## config.mk

```make
export PLATFORM = sky130hd
export DESIGN_NAME = hazard_ctrl_pipe_flat
export DESIGN_NICKNAME = d
export VERILOG_FILES = /design/src/rtl/hazard_ctrl_pipe_if.sv /design/src/rtl/hazard_ctrl_pipe.sv /design/src/flat_wrapper.sv
export SDC_FILE = /design/constraint.sdc
export NUM_CORES = 1
export LEC_CHECK = 0
export ABC_AREA = 1
export BUFFER_PORTS_ARGS = -buffer_cell sky130_fd_sc_hd__buf_2
export CORE_MARGIN = 2
export CORE_UTILIZATION = 45
export CTS_BUF_LIST = sky130_fd_sc_hd__clkbuf_8 sky130_fd_sc_hd__clkbuf_16
export CTS_CLUSTER_SIZE = 12
export DETAILED_ROUTE_END_ITERATION = 16
export GPL_ROUTABILITY_DRIVEN = 0
export MAX_ROUTING_LAYER = met4
export PLACE_DENSITY_LB_ADDON = 0.08
export SYNTH_ARGS = -nofsm -noshare
export SYNTH_HDL_FRONTEND = slang
export SYNTH_SLANG_ARGS = --single-unit
```

## constraint.sdc

```tcl
create_clock -name clk -period 1.8 [get_ports clk]
set_input_delay 0.18 -clock clk [delete_from_list [all_inputs] [get_ports clk]]
set_output_delay 0.18 -clock clk [all_outputs]
set_load 0.02 [all_outputs]
```

## src/rtl/hazard_ctrl_pipe_if.sv

```systemverilog
// rtl/hazard_ctrl_pipe_if.sv - ID-stage decode bundle from the opcode decoder into the hazard/control pipeline
// Signals:
//   ctrl_id   9      {Branch,ALUOp[2:0],MemWrite,MemRead,RegWrite,MemtoReg,ALUSrc}, bit8..bit0
//   id_valid  1      ID stage holds a real instruction
//   rs1_id    REG_W  source 1 index in ID
//   rs2_id    REG_W  source 2 index in ID
//   rd_id     REG_W  destination index in ID
// Modports: master = decoder (drives), slave = hazard_ctrl_pipe (receives)
interface hazard_ctrl_pipe_if #(
  parameter int REG_W = 5
);
  logic [8:0]       ctrl_id;
  logic             id_valid;
  logic [REG_W-1:0] rs1_id;
  logic [REG_W-1:0] rs2_id;
  logic [REG_W-1:0] rd_id;

  modport master (
    output ctrl_id,
    output id_valid,
    output rs1_id,
    output rs2_id,
    output rd_id
  );

  modport slave (
    input ctrl_id,
    input id_valid,
    input rs1_id,
    input rs2_id,
    input rd_id
  );
endinterface

```

## src/rtl/hazard_ctrl_pipe.sv

```systemverilog
// rtl/hazard_ctrl_pipe.sv - control-word pipeline (ID/EX, EX/MEM, MEM/WB) with load-use stall, branch flush and EX forwarding selects
// Ports:
//   clk            in   1      rising-edge clock
//   reset          in   1      synchronous, active-high reset
//   id_if          slave       ID-stage control word, valid, rs1/rs2/rd
//   br_taken_ex_i  in   1      EX branch/jump resolves taken
//   pc_we_o        out  1      PC write enable
//   ifid_we_o      out  1      IF/ID register write enable
//   ifid_flush_o   out  1      zero IF/ID on next edge
//   ctrl_ex_o      out  9      control word, EX stage
//   rd_ex_o        out  REG_W  rd, EX stage
//   ctrl_mem_o     out  9      control word, MEM stage
//   rd_mem_o       out  REG_W  rd, MEM stage
//   regwrite_wb_o  out  1      RegWrite, WB stage
//   memtoreg_wb_o  out  1      MemtoReg, WB stage
//   rd_wb_o        out  REG_W  rd, WB stage
//   fwd_a_o        out  2      ALU operand A select: 00 regfile, 10 from MEM, 01 from WB
//   fwd_b_o        out  2      ALU operand B select, same encoding
//   stall_cnt_o    out  CNT_W  saturating count of load-use stall cycles
module hazard_ctrl_pipe #(
  parameter int REG_W = 5,
  parameter int CNT_W = 16
) (
  input  logic              clk,
  input  logic              reset,
  hazard_ctrl_pipe_if.slave id_if,
  input  logic              br_taken_ex_i,
  output logic              pc_we_o,
  output logic              ifid_we_o,
  output logic              ifid_flush_o,
  output logic [8:0]        ctrl_ex_o,
  output logic [REG_W-1:0]  rd_ex_o,
  output logic [8:0]        ctrl_mem_o,
  output logic [REG_W-1:0]  rd_mem_o,
  output logic              regwrite_wb_o,
  output logic              memtoreg_wb_o,
  output logic [REG_W-1:0]  rd_wb_o,
  output logic [1:0]        fwd_a_o,
  output logic [1:0]        fwd_b_o,
  output logic [CNT_W-1:0]  stall_cnt_o
);

  // Control word field positions
  localparam int B_BRANCH   = 8;
  localparam int B_MEMREAD  = 3;
  localparam int B_REGWRITE = 2;
  localparam int B_MEMTOREG = 1;

  localparam logic [1:0] FWD_RF  = 2'b00;
  localparam logic [1:0] FWD_MEM = 2'b10;
  localparam logic [1:0] FWD_WB  = 2'b01;

  localparam logic [CNT_W-1:0] CNT_ONE = {{(CNT_W-1){1'b0}}, 1'b1};
  localparam logic [CNT_W-1:0] CNT_MAX = {CNT_W{1'b1}};

  // ID/EX
  logic [8:0]       ctrl_ex_q, ctrl_ex_d;
  logic [REG_W-1:0] rd_ex_q,   rd_ex_d;
  logic [REG_W-1:0] rs1_ex_q,  rs1_ex_d;
  logic [REG_W-1:0] rs2_ex_q,  rs2_ex_d;
  // EX/MEM
  logic [8:0]       ctrl_mem_q, ctrl_mem_d;
  logic [REG_W-1:0] rd_mem_q,   rd_mem_d;
  // MEM/WB
  logic             regwrite_wb_q, regwrite_wb_d;
  logic             memtoreg_wb_q, memtoreg_wb_d;
  logic [REG_W-1:0] rd_wb_q,       rd_wb_d;
  // Stall counter
  logic [CNT_W-1:0] stall_cnt_q, stall_cnt_d;

  logic taken;
  logic load_use;
  logic stall;
  logic bubble;

  // MEM result is younger than WB, so it wins when both write the same register.
  function automatic logic [1:0] fwd_select(
    input logic [REG_W-1:0] rs,
    input logic             mem_we,
    input logic [REG_W-1:0] mem_rd,
    input logic             wb_we,
    input logic [REG_W-1:0] wb_rd
  );
    logic [1:0] sel;
    sel = FWD_RF;
    if (mem_we && (mem_rd != '0) && (mem_rd == rs)) begin
      sel = FWD_MEM;
    end else if (wb_we && (wb_rd != '0) && (wb_rd == rs)) begin
      sel = FWD_WB;
    end
    return sel;
  endfunction

  always_comb begin
    taken    = br_taken_ex_i & ctrl_ex_q[B_BRANCH];
    // A load in EX whose destination is read in ID cannot be forwarded in time.
    load_use = ctrl_ex_q[B_MEMREAD] & (rd_ex_q != '0) & id_if.id_valid &
               ((rd_ex_q == id_if.rs1_id) | (rd_ex_q == id_if.rs2_id));
    // A taken branch kills the ID instruction anyway, so it overrides the stall.
    stall    = load_use & ~taken;
    bubble   = taken | stall | ~id_if.id_valid;
  end

  always_comb begin
    pc_we_o      = ~stall;
    ifid_we_o    = ~stall;
    ifid_flush_o = taken;
  end

  always_comb begin
    ctrl_ex_d = '0;
    rd_ex_d   = '0;
    rs1_ex_d  = '0;
    rs2_ex_d  = '0;
    if (!bubble) begin
      ctrl_ex_d = id_if.ctrl_id;
      rd_ex_d   = id_if.rd_id;
      rs1_ex_d  = id_if.rs1_id;
      rs2_ex_d  = id_if.rs2_id;
    end
  end

  always_comb begin
    ctrl_mem_d    = ctrl_ex_q;
    rd_mem_d      = rd_ex_q;
    regwrite_wb_d = ctrl_mem_q[B_REGWRITE];
    memtoreg_wb_d = ctrl_mem_q[B_MEMTOREG];
    rd_wb_d       = rd_mem_q;
  end

  always_comb begin
    stall_cnt_d = stall_cnt_q;
    if (stall && (stall_cnt_q != CNT_MAX)) begin
      stall_cnt_d = stall_cnt_q + CNT_ONE;
    end
  end

  always_ff @(posedge clk) begin
    if (reset) begin
      ctrl_ex_q     <= '0;
      rd_ex_q       <= '0;
      rs1_ex_q      <= '0;
      rs2_ex_q      <= '0;
      ctrl_mem_q    <= '0;
      rd_mem_q      <= '0;
      regwrite_wb_q <= 1'b0;
      memtoreg_wb_q <= 1'b0;
      rd_wb_q       <= '0;
      stall_cnt_q   <= '0;
    end else begin
      ctrl_ex_q     <= ctrl_ex_d;
      rd_ex_q       <= rd_ex_d;
      rs1_ex_q      <= rs1_ex_d;
      rs2_ex_q      <= rs2_ex_d;
      ctrl_mem_q    <= ctrl_mem_d;
      rd_mem_q      <= rd_mem_d;
      regwrite_wb_q <= regwrite_wb_d;
      memtoreg_wb_q <= memtoreg_wb_d;
      rd_wb_q       <= rd_wb_d;
      stall_cnt_q   <= stall_cnt_d;
    end
  end

  always_comb begin
    fwd_a_o = fwd_select(rs1_ex_q, ctrl_mem_q[B_REGWRITE], rd_mem_q, regwrite_wb_q, rd_wb_q);
    fwd_b_o = fwd_select(rs2_ex_q, ctrl_mem_q[B_REGWRITE], rd_mem_q, regwrite_wb_q, rd_wb_q);
  end

  assign ctrl_ex_o     = ctrl_ex_q;
  assign rd_ex_o       = rd_ex_q;
  assign ctrl_mem_o    = ctrl_mem_q;
  assign rd_mem_o      = rd_mem_q;
  assign regwrite_wb_o = regwrite_wb_q;
  assign memtoreg_wb_o = memtoreg_wb_q;
  assign rd_wb_o       = rd_wb_q;
  assign stall_cnt_o   = stall_cnt_q;

endmodule

```

## src/flat_wrapper.sv

```systemverilog
// flat-port wrapper written by rule: the top's interface ports become plain ports
module hazard_ctrl_pipe_flat 
#(
  parameter int REG_W = 5,
  parameter int CNT_W = 16
)
  (clk, reset, br_taken_ex_i, pc_we_o, ifid_we_o, ifid_flush_o, ctrl_ex_o, rd_ex_o, ctrl_mem_o, rd_mem_o, regwrite_wb_o, memtoreg_wb_o, rd_wb_o, fwd_a_o, fwd_b_o, stall_cnt_o, id_if_ctrl_id, id_if_id_valid, id_if_rs1_id, id_if_rs2_id, id_if_rd_id);
  hazard_ctrl_pipe_if #(.REG_W(REG_W)) id_if_i ();
  input  logic clk;
  input  logic reset;
  input  logic br_taken_ex_i;
  output logic pc_we_o;
  output logic ifid_we_o;
  output logic ifid_flush_o;
  output logic [8:0] ctrl_ex_o;
  output logic [REG_W-1:0] rd_ex_o;
  output logic [8:0] ctrl_mem_o;
  output logic [REG_W-1:0] rd_mem_o;
  output logic regwrite_wb_o;
  output logic memtoreg_wb_o;
  output logic [REG_W-1:0] rd_wb_o;
  output logic [1:0] fwd_a_o;
  output logic [1:0] fwd_b_o;
  output logic [CNT_W-1:0] stall_cnt_o;
  input wire logic [$bits(id_if_i.ctrl_id)-1:0] id_if_ctrl_id;
  input wire logic [$bits(id_if_i.id_valid)-1:0] id_if_id_valid;
  input wire logic [$bits(id_if_i.rs1_id)-1:0] id_if_rs1_id;
  input wire logic [$bits(id_if_i.rs2_id)-1:0] id_if_rs2_id;
  input wire logic [$bits(id_if_i.rd_id)-1:0] id_if_rd_id;
  assign id_if_i.ctrl_id = id_if_ctrl_id;
  assign id_if_i.id_valid = id_if_id_valid;
  assign id_if_i.rs1_id = id_if_rs1_id;
  assign id_if_i.rs2_id = id_if_rs2_id;
  assign id_if_i.rd_id = id_if_rd_id;
  hazard_ctrl_pipe #(.REG_W(REG_W), .CNT_W(CNT_W)) u_core (.clk(clk), .reset(reset), .id_if(id_if_i), .br_taken_ex_i(br_taken_ex_i), .pc_we_o(pc_we_o), .ifid_we_o(ifid_we_o), .ifid_flush_o(ifid_flush_o), .ctrl_ex_o(ctrl_ex_o), .rd_ex_o(rd_ex_o), .ctrl_mem_o(ctrl_mem_o), .rd_mem_o(rd_mem_o), .regwrite_wb_o(regwrite_wb_o), .memtoreg_wb_o(memtoreg_wb_o), .rd_wb_o(rd_wb_o), .fwd_a_o(fwd_a_o), .fwd_b_o(fwd_b_o), .stall_cnt_o(stall_cnt_o));
endmodule
```

Yosys cells after proc, flatten, opt, wreduce, memory -nomap -nowiden
Cells that the tools add are included.
Widths: inputs -> output; s select.
{ "totals": {"register_bits": 61, "input_bits": 28, "output_inout_bits": 58, "elab_cells": 44} }
{ "op_classes": {"addsub": 1, "n_eq_ne": 7, "mux": 4, "bitwise_logic": 11, "reduce_logical": 11} }
{ "ops": {"columns": ["operator", "count"], "rows": [
  ["$eq 5x5->1", 6],
  ["$add 16x1->16 const B", 1],
  ["$ne 16x16->1 const B", 1],
  ["$reduce_bool 5->1", 3],
  ["$logic_and 1x1->1", 7],
  ["$and 1x1->1", 5],
  ["$mux 2", 2],
  ["$not 1->1", 3],
  ["$or 1x1->1", 3],
  ["$mux 1", 2],
  ["$reduce_or 2->1", 1]
]} }

Logic depth before layout (Yosys ltp)
Gate-level depths: netlist of the first run.
{ "depth": {"word_depth": 8, "depth_mapped": 12, "ltp_nobuf": 11} }

Worst setup path before layout of the first run
OpenSTA, ideal clock, no wires.
{ "synth_timing": {"path_type": "register -> output", "from": "reg u_core.rd_mem_q[3] (netlist: u_core.rd_mem_o[3])", "to": "out fwd_a_o[0]", "arrival_ns": 1.567, "required_time_ns": 1.620, "slack_ns": 0.053, "path_stages_with_launch": 6, "path_buffers": 0, "cell_sequence": "dfxtp_1 inv_1 nand4_1 o21ai_0 nor3_1 nor3_1"} }
{ "synth_via": {"elab_chain_cells": 4, "elab_cells_between_ends": 5, "classes_between": "eq/ne: 1; mux: 1; reduce/logical: 3"} }
{ "synth_rtl": {"columns": ["item", "line", "rtl"], "rows": [
  ["from (decl)", "hazard_ctrl_pipe.sv:63", "logic [REG_W-1:0] rd_mem_q, rd_mem_d;"],
  ["from (signal assigned)", "hazard_ctrl_pipe.sv:156", "rd_mem_q <= rd_mem_d;"],
  ["$reduce_bool 5->1", "hazard_ctrl_pipe.sv:86", "if (mem_we && (mem_rd != '0) && (mem_rd == rs)) begin"],
  ["$logic_and 1x1->1", "hazard_ctrl_pipe.sv:86", null],
  ["$logic_and 1x1->1 (*)", "hazard_ctrl_pipe.sv:86", null],
  ["$mux 2 (*)", "hazard_ctrl_pipe.sv:86", null],
  ["to (decl)", "flat_wrapper.sv:22", "output logic [1:0] fwd_a_o;"]
]} }
Every way passes the cells marked *; elsewhere a longest branch is shown, timed or not.

Worst setup path in the final report of the first run
{ "layout_timing": {"from": "reg u_core.rd_wb_q[0] (netlist: u_core.rd_wb_o[0])", "to": "out fwd_a_o[0]"} }
{ "layout_via": {"elab_chain_cells": 5, "elab_cells_between_ends": 6, "classes_between": "eq/ne: 1; mux: 2; reduce/logical: 3"} }
{ "layout_rtl": {"columns": ["item", "line", "rtl"], "rows": [
  ["from (decl)", "hazard_ctrl_pipe.sv:67", "logic [REG_W-1:0] rd_wb_q, rd_wb_d;"],
  ["from (signal assigned)", "hazard_ctrl_pipe.sv:159", "rd_wb_q <= rd_wb_d;"],
  ["$reduce_bool 5->1", "hazard_ctrl_pipe.sv:88", "end else if (wb_we && (wb_rd != '0) && (wb_rd == rs)) begin"],
  ["$logic_and 1x1->1", "hazard_ctrl_pipe.sv:88", null],
  ["$logic_and 1x1->1 (*)", "hazard_ctrl_pipe.sv:88", null],
  ["$mux 1 (*)", "hazard_ctrl_pipe.sv:88", null],
  ["$mux 2 (*)", "hazard_ctrl_pipe.sv:86", null]
]} }
Marked as above.

==> results_dict.tcl, run 1 <==
set metrics [dict create \
    hold_viol 0 \
    clk_latency_ns 0.33 \
    swShare 0.234 \
    p_sw_w 0.000704 \
    r2r-end "u_core.stall_cnt_o[8]" \
    cts_sinks 61 \
    ys.warnings.count 0 \
    io_pins 86 \
    r2r_slack_ns 0.17 \
    row_count 28 \
    port_buffers 85 \
    maxCapViolCount 0 \
    drc 0 \
    cellInternalPower_w 0.00230 \
    synth_top_family_by_area "simple AND/OR/NAND/NOR gates" \
    start_util 0.459 \
    hold_class "in2reg" \
    power-per-cell-area_mw_per_mm2 854 \
    power.share.sequential 0.469 \
    die_h_um 81.2 \
    synth_top_cells_by_area "dfxtp_1 (45%), nor2_1 (11%), nand2_1 (9.2%), inv_1 (8.5%), xnor2_1 (5.5%)" \
    ys_seq_elements 61 \
    reg2reg_depth 10 \
    multi_input_area_mm2 0.00120 \
    fin_cells 545 \
    final.min_clock_period_ns 1.68 \
    seq_area_frac_synth 0.455 \
    cts.clk_slew.worst_paths_ns 0.07 \
    p_leak_nw 1.79 \
    comb_power_share 0.083 \
    crit_buf_inv 1 \
    via_per_inst 4.37 \
    yosysUniqueCellTypes 25 \
    synthCells 367 \
    min_from "id_if_rd_id[0]" \
    hpwl_um 4510 \
    worstPathMaxFanout 4 \
    max-vdd-ir-drop_mv 0.767 \
    synth_nets 396 \
    cts_buffers 9 \
    die-area_mm2 0.00660 \
    critPathKind "reg2out" \
    crit_path_max_incr_delay_ns 0.35 \
    worst_pin_slew_ns 0.259 \
    nets 494 \
    critical-path-top-delay-family "simple AND/OR/NAND/NOR gates" \
    core_mm2 0.00585 \
    synthSimpleGateAreaFrac 0.328 \
    cp.arrival_ns 1.50 \
    synthAdderAreaFrac 0.00466 \
    die_x_um 81.2 \
    outcome "finished clean" \
    wire_per_inst_um 10.9 \
    relSlewSlack 0.827 \
    worstPathCellList "xor2_1 > nor3_1 > nand3_1 > nor3_1 > buf_2" \
    syn_to_final_growth_pct 30.8 \
    max-clock-path-buffers 2 \
    crit_slowest_cell "dfxtp_1" \
    grt_max_degree 22 \
    r2r-start "u_core.stall_cnt_o[0]" \
    grt_pass1_wl_um 9760 \
    synth_top_cell_area_share 0.455 \
    h-tree-depth 3 \
    postRouteAntennaNets 0 \
    worst_setup_path_end_kind "primary output" \
    cp_data_required_time_ns 1.62 \
    synth_mux_area_frac 0 \
    drt_iter0_drc 54 \
    yosys.area.top_type "dfxtp_1" \
    path_common_cell "nor3_1" \
    grt_util_all_layers 0.200 \
    max_freq_mhz 593 \
    synth_compound_area_frac 0.0256 \
    skew_ns 0.00674 \
    cts_root_buf "clkbuf_8" \
    p_clk_frac 0.448 \
    regArea_mm2 0.00124 \
    drv_slew 0 \
    synthXorXnorAreaFrac 0.0718 \
    whs_endpoint "u_core.rd_ex_o[0]" \
    nFillCells 579 \
    hold_depth 3 \
    antenna_found_initial 0 \
    cp-start-kind "register" \
    grt_pass1_vias 2205 \
    drive_gt1_frac 0.332 \
    vias 2384 \
    drt-total-wl_um 5950 \
    syn_area_mm2 0.00269 \
    placed_cells 526 \
    cts_tree "yes" \
    setup_viol 0 \
    setup_tns_ns 0 \
    fin_crit_sh 0.936 \
    syn_area_per_cell_um2 7.32 \
    overflow 0 \
    drt-pass1-iter-count 4 \
    diodes 0 \
]
-- power by group through the flow --
| stage | registers, W | logic, W | clock network (W) |
|---|---|---|---|
| 3_3_place_gp | 0.00144 | 0.000237 | 0 |
| 6_report | 0.00141 | 0.000250 | 0.00134 |
| 3_5_place_dp | 0.00144 | 0.000241 | 0 |
| 2_1_floorplan | 0.00147 | 0.000126 | 0 |
| 5_1_grt | 0.00141 | 0.000280 | 0.00142 |
| 4_1_cts | 0.00141 | 0.000244 | 0.00137 |
-- metrics by stage --
stage | worst slack [ns] | total power [W] | cell area [um2] | utilization | hold slack [ns]
4_1_cts | 0.0104 | 0.00303 | 3450 | 0.590 | 0.0392
6_report | 0.115 | 0.00300 | 3510 | 0.601 | 0.0532
5_1_grt | -0.0164 | 0.00312 | 3510 | 0.601 | 0.0441
3_5_place_dp | 0.0932 | 0.00168 | 3200 | 0.547 | 0.399
2_1_floorplan | 0.0534 | 0.00159 | 2690 | - | 0.252
3_3_place_gp | 0.0880 | 0.00168 | 3200 | 0.547 | 0.392
-- flip-flops by register name, indices dropped and copies added (netlist names) --
name,cells
u_core.rs2_ex_q,5
u_core.stall_cnt_o,16
u_core.rd_mem_o,5
u_core.ctrl_mem_o,9
u_core.regwrite_wb_o,1
u_core.ctrl_ex_o,9
u_core.rd_ex_o,5
u_core.rs1_ex_q,5
u_core.memtoreg_wb_o,1
u_core.rd_wb_o,5
-- layout by cell type (no fill, tap or decap), drive strengths merged, types with 4 or more instances in the layout --
cell type,n
nor3,6
xor2,5
nand4,7
buf,94
nor2,99
nand3,13
clkinv,4
dfxtp,61
clkbuf,10
nand2,70
a21oi,6
xnor2,17
inv,65
o21ai,7
-- layout make-up --
type | count | area share
Sequential cell | 61 | 0.353
Multi-Input combinational cell | 233 | 0.341
Timing Repair Buffer | 94 | 0.145
Inverter | 66 | 0.0709
Clock buffer | 10 | 0.0392
Tap cell | 75 | 0.0267
Clock inverter | 6 | 0.0246
-- layer usage --
| metal | global-route usage | vias to the layer above | part of all wire |
|---|---|---|---|
| li1 | - | 1290 | - |
| met1 | 0.249 | 1013 | 0.47 |
| met2 | 0.307 | 73 | 0.45 |
| met3 | 0.0511 | 8 | 0.065 |
| met4 | 0.0864 | 0 | 0.014 |
| met5 | - | - | 0 |
-- how the worst max path moves through the flow --
stage | start | endpoint | slack (ns) | cells past startpoint
after CTS | u_core.rd_ex_o[3] | ifid_we_o | 0.01 | 9
final | u_core.rd_wb_o[0] | fwd_a_o[0] | 0.12 | 5
after detailed placement | u_core.stall_cnt_o[0] | u_core.stall_cnt_o[8] | 0.09 | 10
after global routing | u_core.stall_cnt_o[0] | u_core.stall_cnt_o[8] | -0.02 | 10
after global placement | u_core.stall_cnt_o[0] | u_core.stall_cnt_o[8] | 0.09 | 10
after floorplan | u_core.rd_mem_o[3] | fwd_a_o[0] | 0.05 | 5
-- cells in the mapped netlist, drive strengths merged --
library cell	count
or2	1
o21ai	7
a21oi	6
nand3	13
xor2	5
clkinv	1
nand3b	1
nand4	7
clkbuf	2
dfxtp	61
inv	65
buf	5
ha	1
nand2	70
xnor2	17
nor2	99
nor3	6
-- timing repair --
item	in CTS	in global routing
pin swaps	1	7
hold buffers	0	0
setup endpoints to repair	2	39
gates resized for setup	3	20
buffers inserted	2	2
-- cell families (layout without fill, tap and decap cells) --
| group | count (synthesis) | count (layout) |
|---|---|---|
| XOR/XNOR | 22 | 22 |
| adder cells (fa/ha/maj) | 1 | 1 |
| buffers and inverters | 73 | 176 |
| AO/OA/AOI/OAI | 13 | 13 |
| AND/OR/NAND/NOR | 197 | 197 |
| flip-flops | 61 | 61 |
-- worst min-delay path: stages --
cell and delay, ns:
buf_2 0.09, inv_1 0.04, nor2_1 0.03
Note: power is estimated with default switching activity, not from simulation.
==> run 2: changes to the inputs <==
Settings changed: BUFFER_PORTS_ARGS -buffer_cell sky130_fd_sc_hd__buf_2 to unset, DONT_BUFFER_PORTS set to 1.
==> run 2 against run 1 <==
Effect of this change:
- first-iteration DRC count grew 26%
- non-clock buffer count shrank 24
- sequential share of layout area shrank 0.79 points
- combinational power shrank 6%
- power shrank 3.9%
- register-to-register slack gained 0.03 ns
- die area is the same
- via count shrank 0.96%
- count of clock-buffer cells in the layout shrank 1
- fmax grew 0.32%
- critical path type is now in2out
- highest routed layer unchanged
==> results_dict.tcl, run 2 (same netlist as run 1, synthesis figures left out) <==
set metrics [dict create \
    fin_hold_ws_ns 0.0500 \
    die-area_mm2 0.00660 \
    path_common_cell "nand2_1" \
    port_buffers 0 \
    most-common-layout-cells "nor2_1 (81), nand2_1 (66), inv_1 (61), dfxtp_1 (53), buf_4 (43)" \
    nets 470 \
    largest_reg_flops 16 \
    overflow 0 \
    final.min_clock_period_ns 1.68 \
    cp_data_required_time_ns 1.62 \
    max-vdd-ir-drop_mv 0.670 \
    cts.clk_slew.worst_paths_ns 0.07 \
    die_x_um 81.2 \
    fin_cells 521 \
    post-place-ws_ns 0.121 \
    p_leak_nw 1.66 \
    drc 0 \
    hold_viol 0 \
    drt-pass1-iter-count 4 \
    cts_root_buf "clkbuf_8" \
    io_pins 86 \
    relSlewSlack 0.427 \
    wire_per_inst_um 11.8 \
    power-per-cell-area_mw_per_mm2 805 \
    core_mm2 0.00585 \
    fin_crit_sh 0.933 \
    crit_path_max_incr_delay_ns 0.54 \
    grt_pass1_vias 2202 \
    setup_viol 0 \
    drt_iter0_drc 68 \
    grt_util_all_layers 0.206 \
    finalWorstSetupSlack_ns 0.120 \
    layout_commonest_cell "nor2_1" \
    worstPathMaxFanout 7 \
    postRouteAntennaNets 0 \
    via_per_inst 4.53 \
    critical-path-top-delay-family "buffers and inverters" \
    hpwl_um 4390 \
    start_util 0.459 \
    h-tree-depth 3 \
    cp-start-kind "primary input" \
    vias 2361 \
    cts_tree "yes" \
    grt_max_degree 25 \
    hold_class "in2reg" \
    placed_cells 475 \
    grt_pass1_wl_um 9760 \
    max_freq_mhz 595 \
    die_h_um 81.2 \
    nFillCells 547 \
    cp.arrival_ns 1.50 \
    outcome "finished clean" \
    worstPathCellList "dlygate4sd3_1 > inv_1 > nand2_1 > nand2_1 > nor2_1 > nand3_1 > nand2_2 > nand3_4 > buf_8" \
    crit_slowest_cell "dlygate4sd3_1" \
    crit_buf_inv 3 \
    worst_pin_slew_ns 0.856 \
    critPathKind "in2out" \
    max-clock-path-buffers 2 \
    drv_slew 0 \
    cts_sinks 61 \
    diodes 0 \
    drive_gt1_frac 0.235 \
    antenna_found_initial 0 \
    skew_ns 0.00819 \
    syn_to_final_growth_pct 33.5 \
    cts_buffers 9 \
    row_count 28 \
    drt-total-wl_um 6160 \
    worst_setup_path_end_kind "primary output" \
    clk_latency_ns 0.34 \
    maxCapViolCount 0 \
]
-- run 2: layer usage --
metal | vias up | global-route usage | wire (um)
li1 | 1235 | - | -
met1 | 1047 | 0.250 | 2810
met2 | 69 | 0.314 | 2810
met3 | 10 | 0.0756 | 453
met4 | 0 | 0.0763 | 93
met5 | - | - | 0
-- run 2: per-stage QoR --
| step | area (um2) | total power, W | setup TNS (ns) | util |
|---|---|---|---|---|
| floorplan | 2690 | 0.00159 | 0 | - |
| global placement | 3030 | 0.00163 | 0 | 0.518 |
| detailed placement | 3030 | 0.00164 | 0 | 0.518 |
| CTS | 3500 | 0.00293 | 0 | 0.598 |
| global route | 3580 | 0.00301 | -0.000241 | 0.612 |
| finish | 3580 | 0.00289 | 0 | 0.612 |
-- run 2: layout make-up --
cell class,instances,area [um2],area share
Clock buffer,9,124,0.0346
Timing Repair Buffer,70,608,0.170
Multi-Input combinational cell,233,1200,0.334
Tap cell,75,93.8,0.0262
Sequential cell,61,1240,0.345
Inverter,66,249,0.0695
Clock inverter,7,75.1,0.0209
-- run 2: worst paths after layout --
kind | to | slack (ns) | from | cells after the start
setup / recovery | ifid_we_o | 0.12 | id_if_rs1_id[4] | 9
hold / removal | u_core.stall_cnt_o[2] | 0.05 | reset | 3
setup reg to reg | u_core.stall_cnt_o[15] | 0.20 | u_core.stall_cnt_o[1] | 9
hold reg to reg | u_core.rd_wb_o[2] | 0.46 | u_core.rd_mem_o[2] | 2
-- run 2: worst register-to-register path: cells and delay by family, from the launching register on --
kind / cells / cell delay, ns
simple gates: 8 / 1.00
buf+inv: 1 / 0.16
flops: 1 / 0.34
-- run 2: what timing repair did --
| action | CTS | global route |
|---|---|---|
| hold endpoints to repair | 45 | 0 |
| resized for setup | 8 | 14 |
| pin swaps | 1 | 4 |
| endpoints found under the setup margin | 3 | 19 |
| cloned | 0 | 0 |
| buffers inserted | 1 | 5 |
| hold buffers | 25 | 0 |
-- run 2: where the power goes --
| part | switching [W] | leakage [nW] | total, W | internal [W] |
|---|---|---|---|---|
| Combinational | 0.000120 | 1.06 | 0.000234 | 0.000114 |
| Clock | 0.000578 | 0.0976 | 0.00122 | 0.000646 |
| Sequential | 0.0000472 | 0.500 | 0.00143 | 0.00138 |
| Total | 0.000745 | 1.66 | 0.00289 | 0.00214 |
==> run 3: changes to the inputs <==
Settings changed: ABC_AREA 1 to unset.
Clock period 1.8 ns to 2.09 ns, I/O delays scaled along.
==> run 3 against run 2 <==
Effect of this change:
- flip-flop and latch count unchanged
- sequential power decreased by 14%
- routed wire length is 4.6% higher
- critical path type is now reg2out
==> results_dict.tcl, run 3 <==
set metrics [dict create \
    cp.arrival_ns 1.83 \
    cts_buffers 9 \
    async_reset_ff_frac 0 \
    cts_tree "yes" \
    drt-total-wl_um 6450 \
    worst_pin_slew_ns 0.446 \
    max_freq_mhz 490 \
    drive_gt1_frac 0.255 \
    crit_path_max_incr_delay_ns 0.53 \
    fin_hold_ws_ns 0.0158 \
    start_util 0.468 \
    path_common_cell "nor4_2" \
    drc 0 \
    critPathKind "reg2out" \
    io_pins 86 \
    synth.most_common_cell "dfxtp_1" \
    relSlewSlack 0.700 \
    die_x_um 79.9 \
    nets 358 \
    synth-main-ff-cell "dfxtp_1" \
    p_total_w 0.00245 \
    cts_root_buf "clkbuf_8" \
    crit_buf_inv 1 \
    hpwl_um 4290 \
    wire_per_inst_um 15.9 \
    yosys.area.top_type "dfxtp_1" \
    ys_seq_elements 61 \
    final.min_clock_period_ns 2.04 \
    regArea_mm2 0.00123 \
    synthCells 260 \
    rsz0062_at_grt "yes" \
    diodes 0 \
    synth_top_cells_by_area "dfxtp_1 (47%), xor2_1 (8.1%), and2_1 (6.5%), nor2b_1 (5.5%), or4_1 (3.2%)" \
    cts_sinks 61 \
    port_buffers 0 \
    netlist_top_cells_count "dfxtp_1 (61), and2_1 (27), xor2_1 (24)" \
    syn_area_mm2 0.00259 \
    die_h_um 79.9 \
    power-per-cell-area_mw_per_mm2 697 \
    fin_crit_sh 0.976 \
    largest_reg_flops 16 \
    ys.warnings.count 0 \
    overflow 0 \
    synth_top_cell_area_share 0.471 \
    drt-pass1-iter-count 4 \
    worst_setup_path_end_kind "primary output" \
    cts.clk_slew.worst_paths_ns 0.06 \
    grt_pass1_wl_um 9810 \
    clk_latency_ns 0.33 \
    max-vdd-ir-drop_mv 0.454 \
    synth_nets 289 \
    antenna_found_initial 0 \
    skew_ns 0.00966 \
    vias 2108 \
    postRouteAntennaNets 0 \
    maxCapViolCount 0 \
    grt_pass1_vias 2062 \
    grt_max_degree 33 \
    drv_slew 0 \
    layout_commonest_cell "dfxtp_1" \
    hold_viol 0 \
    critical-path-top-delay-family "simple AND/OR/NAND/NOR gates" \
    row_count 27 \
    seq_area_frac_synth 0.471 \
    max-clock-path-buffers 2 \
    worstPathCellList "or4_1 > o21ai_2 > nor4_2 > nor4_2 > buf_4" \
    nFillCells 461 \
    cp_data_required_time_ns 1.88 \
    most-common-layout-cells "dfxtp_1 (56), buf_4 (41), and2_1 (27), xor2_1 (24)" \
    cp-start-kind "register" \
    via_per_inst 5.20 \
    grt_util_all_layers 0.207 \
    synth_edf_count 0 \
    core_mm2 0.00554 \
    worstPathMaxFanout 2 \
    yosysUniqueCellTypes 43 \
    syn_to_final_growth_pct 35.3 \
    crit_slowest_cell "or4_1" \
    setup_viol 0 \
    p_leak_nw 1.47 \
    outcome "finished clean" \
    syn_area_per_cell_um2 9.98 \
    h-tree-depth 3 \
    multi_input_area_mm2 0.00135 \
    hold_class "in2reg" \
    drt_iter0_drc 84 \
    die-area_mm2 0.00639 \
]
## run 3: worst paths after layout
kind                                    startpoint                  end  slack [ns]  cells past startpoint
worst max-delay path            u_core.rd_mem_o[0]           fwd_b_o[0]        0.05                      5
worst min-delay path               id_if_rs1_id[1]   u_core.rs1_ex_q[1]        0.02                      1
worst max register to register   u_core.rd_ex_o[4]  u_core.ctrl_ex_o[2]        0.13                      9
worst min register to register   u_core.rd_ex_o[3]   u_core.rd_mem_o[3]        0.51                      1
## run 3: report_power, final
group / leakage (nW) / switching, W / internal (W)
Clock: 0.103 / 0.000429 / 0.000570
Combinational: 0.869 / 0.000105 / 0.000115
Sequential: 0.499 / 0.0000376 / 0.00119
## run 3: kinds of logic (layout without fill, tap and decap cells)
logic type / Yosys count / after routing / synth area share
buf+inv: 12 / 85 / 0.0260
xor+xnor: 30 / 30 / 0.101
compound gates: 36 / 36 / 0.0941
flops: 61 / 61 / 0.471
fa+ha+maj: 1 / 1 / 0.00482
simple gates: 118 / 118 / 0.291
mux: 2 / 2 / 0.0116
## run 3: layout make-up
type	instances	area share
Inverter	1	0.00107
Clock inverter	5	0.0150
Clock buffer	10	0.0392
Sequential cell	61	0.351
Multi-Input combinational cell	187	0.384
Timing Repair Buffer	69	0.183
Tap cell	72	0.0257
## run 3: what timing repair did
| action | 4_1_cts | 5_1_grt |
|---|---|---|
| setup buffers | 1 | 5 |
| gates resized for setup | 6 | 11 |
| hold endpoints to repair | 55 | 0 |
| hold buffers | 24 | 0 |
| endpoints found under the setup margin | 4 | 5 |
| cloned | 0 | 1 |
| pin swaps | 1 | 5 |
## run 3: stage by stage
stage	std cells	instance area (um2)	worst slack, ns	TNS, ns	utilization
after floorplan	260	2610	0.0520	0	-
after global placement	359	2960	0.178	0	0.533
after detailed placement	359	2960	0.118	0	0.533
after CTS	399	3420	0.00356	0	0.617
after global routing	405	3510	-0.0550	-0.102	0.633
final	405	3510	0.0498	0	0.633
## run 3: routing by layer
layer	global-route usage	up-vias	wire, um
met4	0.0847	0	99
met5	-	-	0
met2	0.316	76	2990
met1	0.253	963	2910
li1	-	1058	-
met3	0.0679	11	452
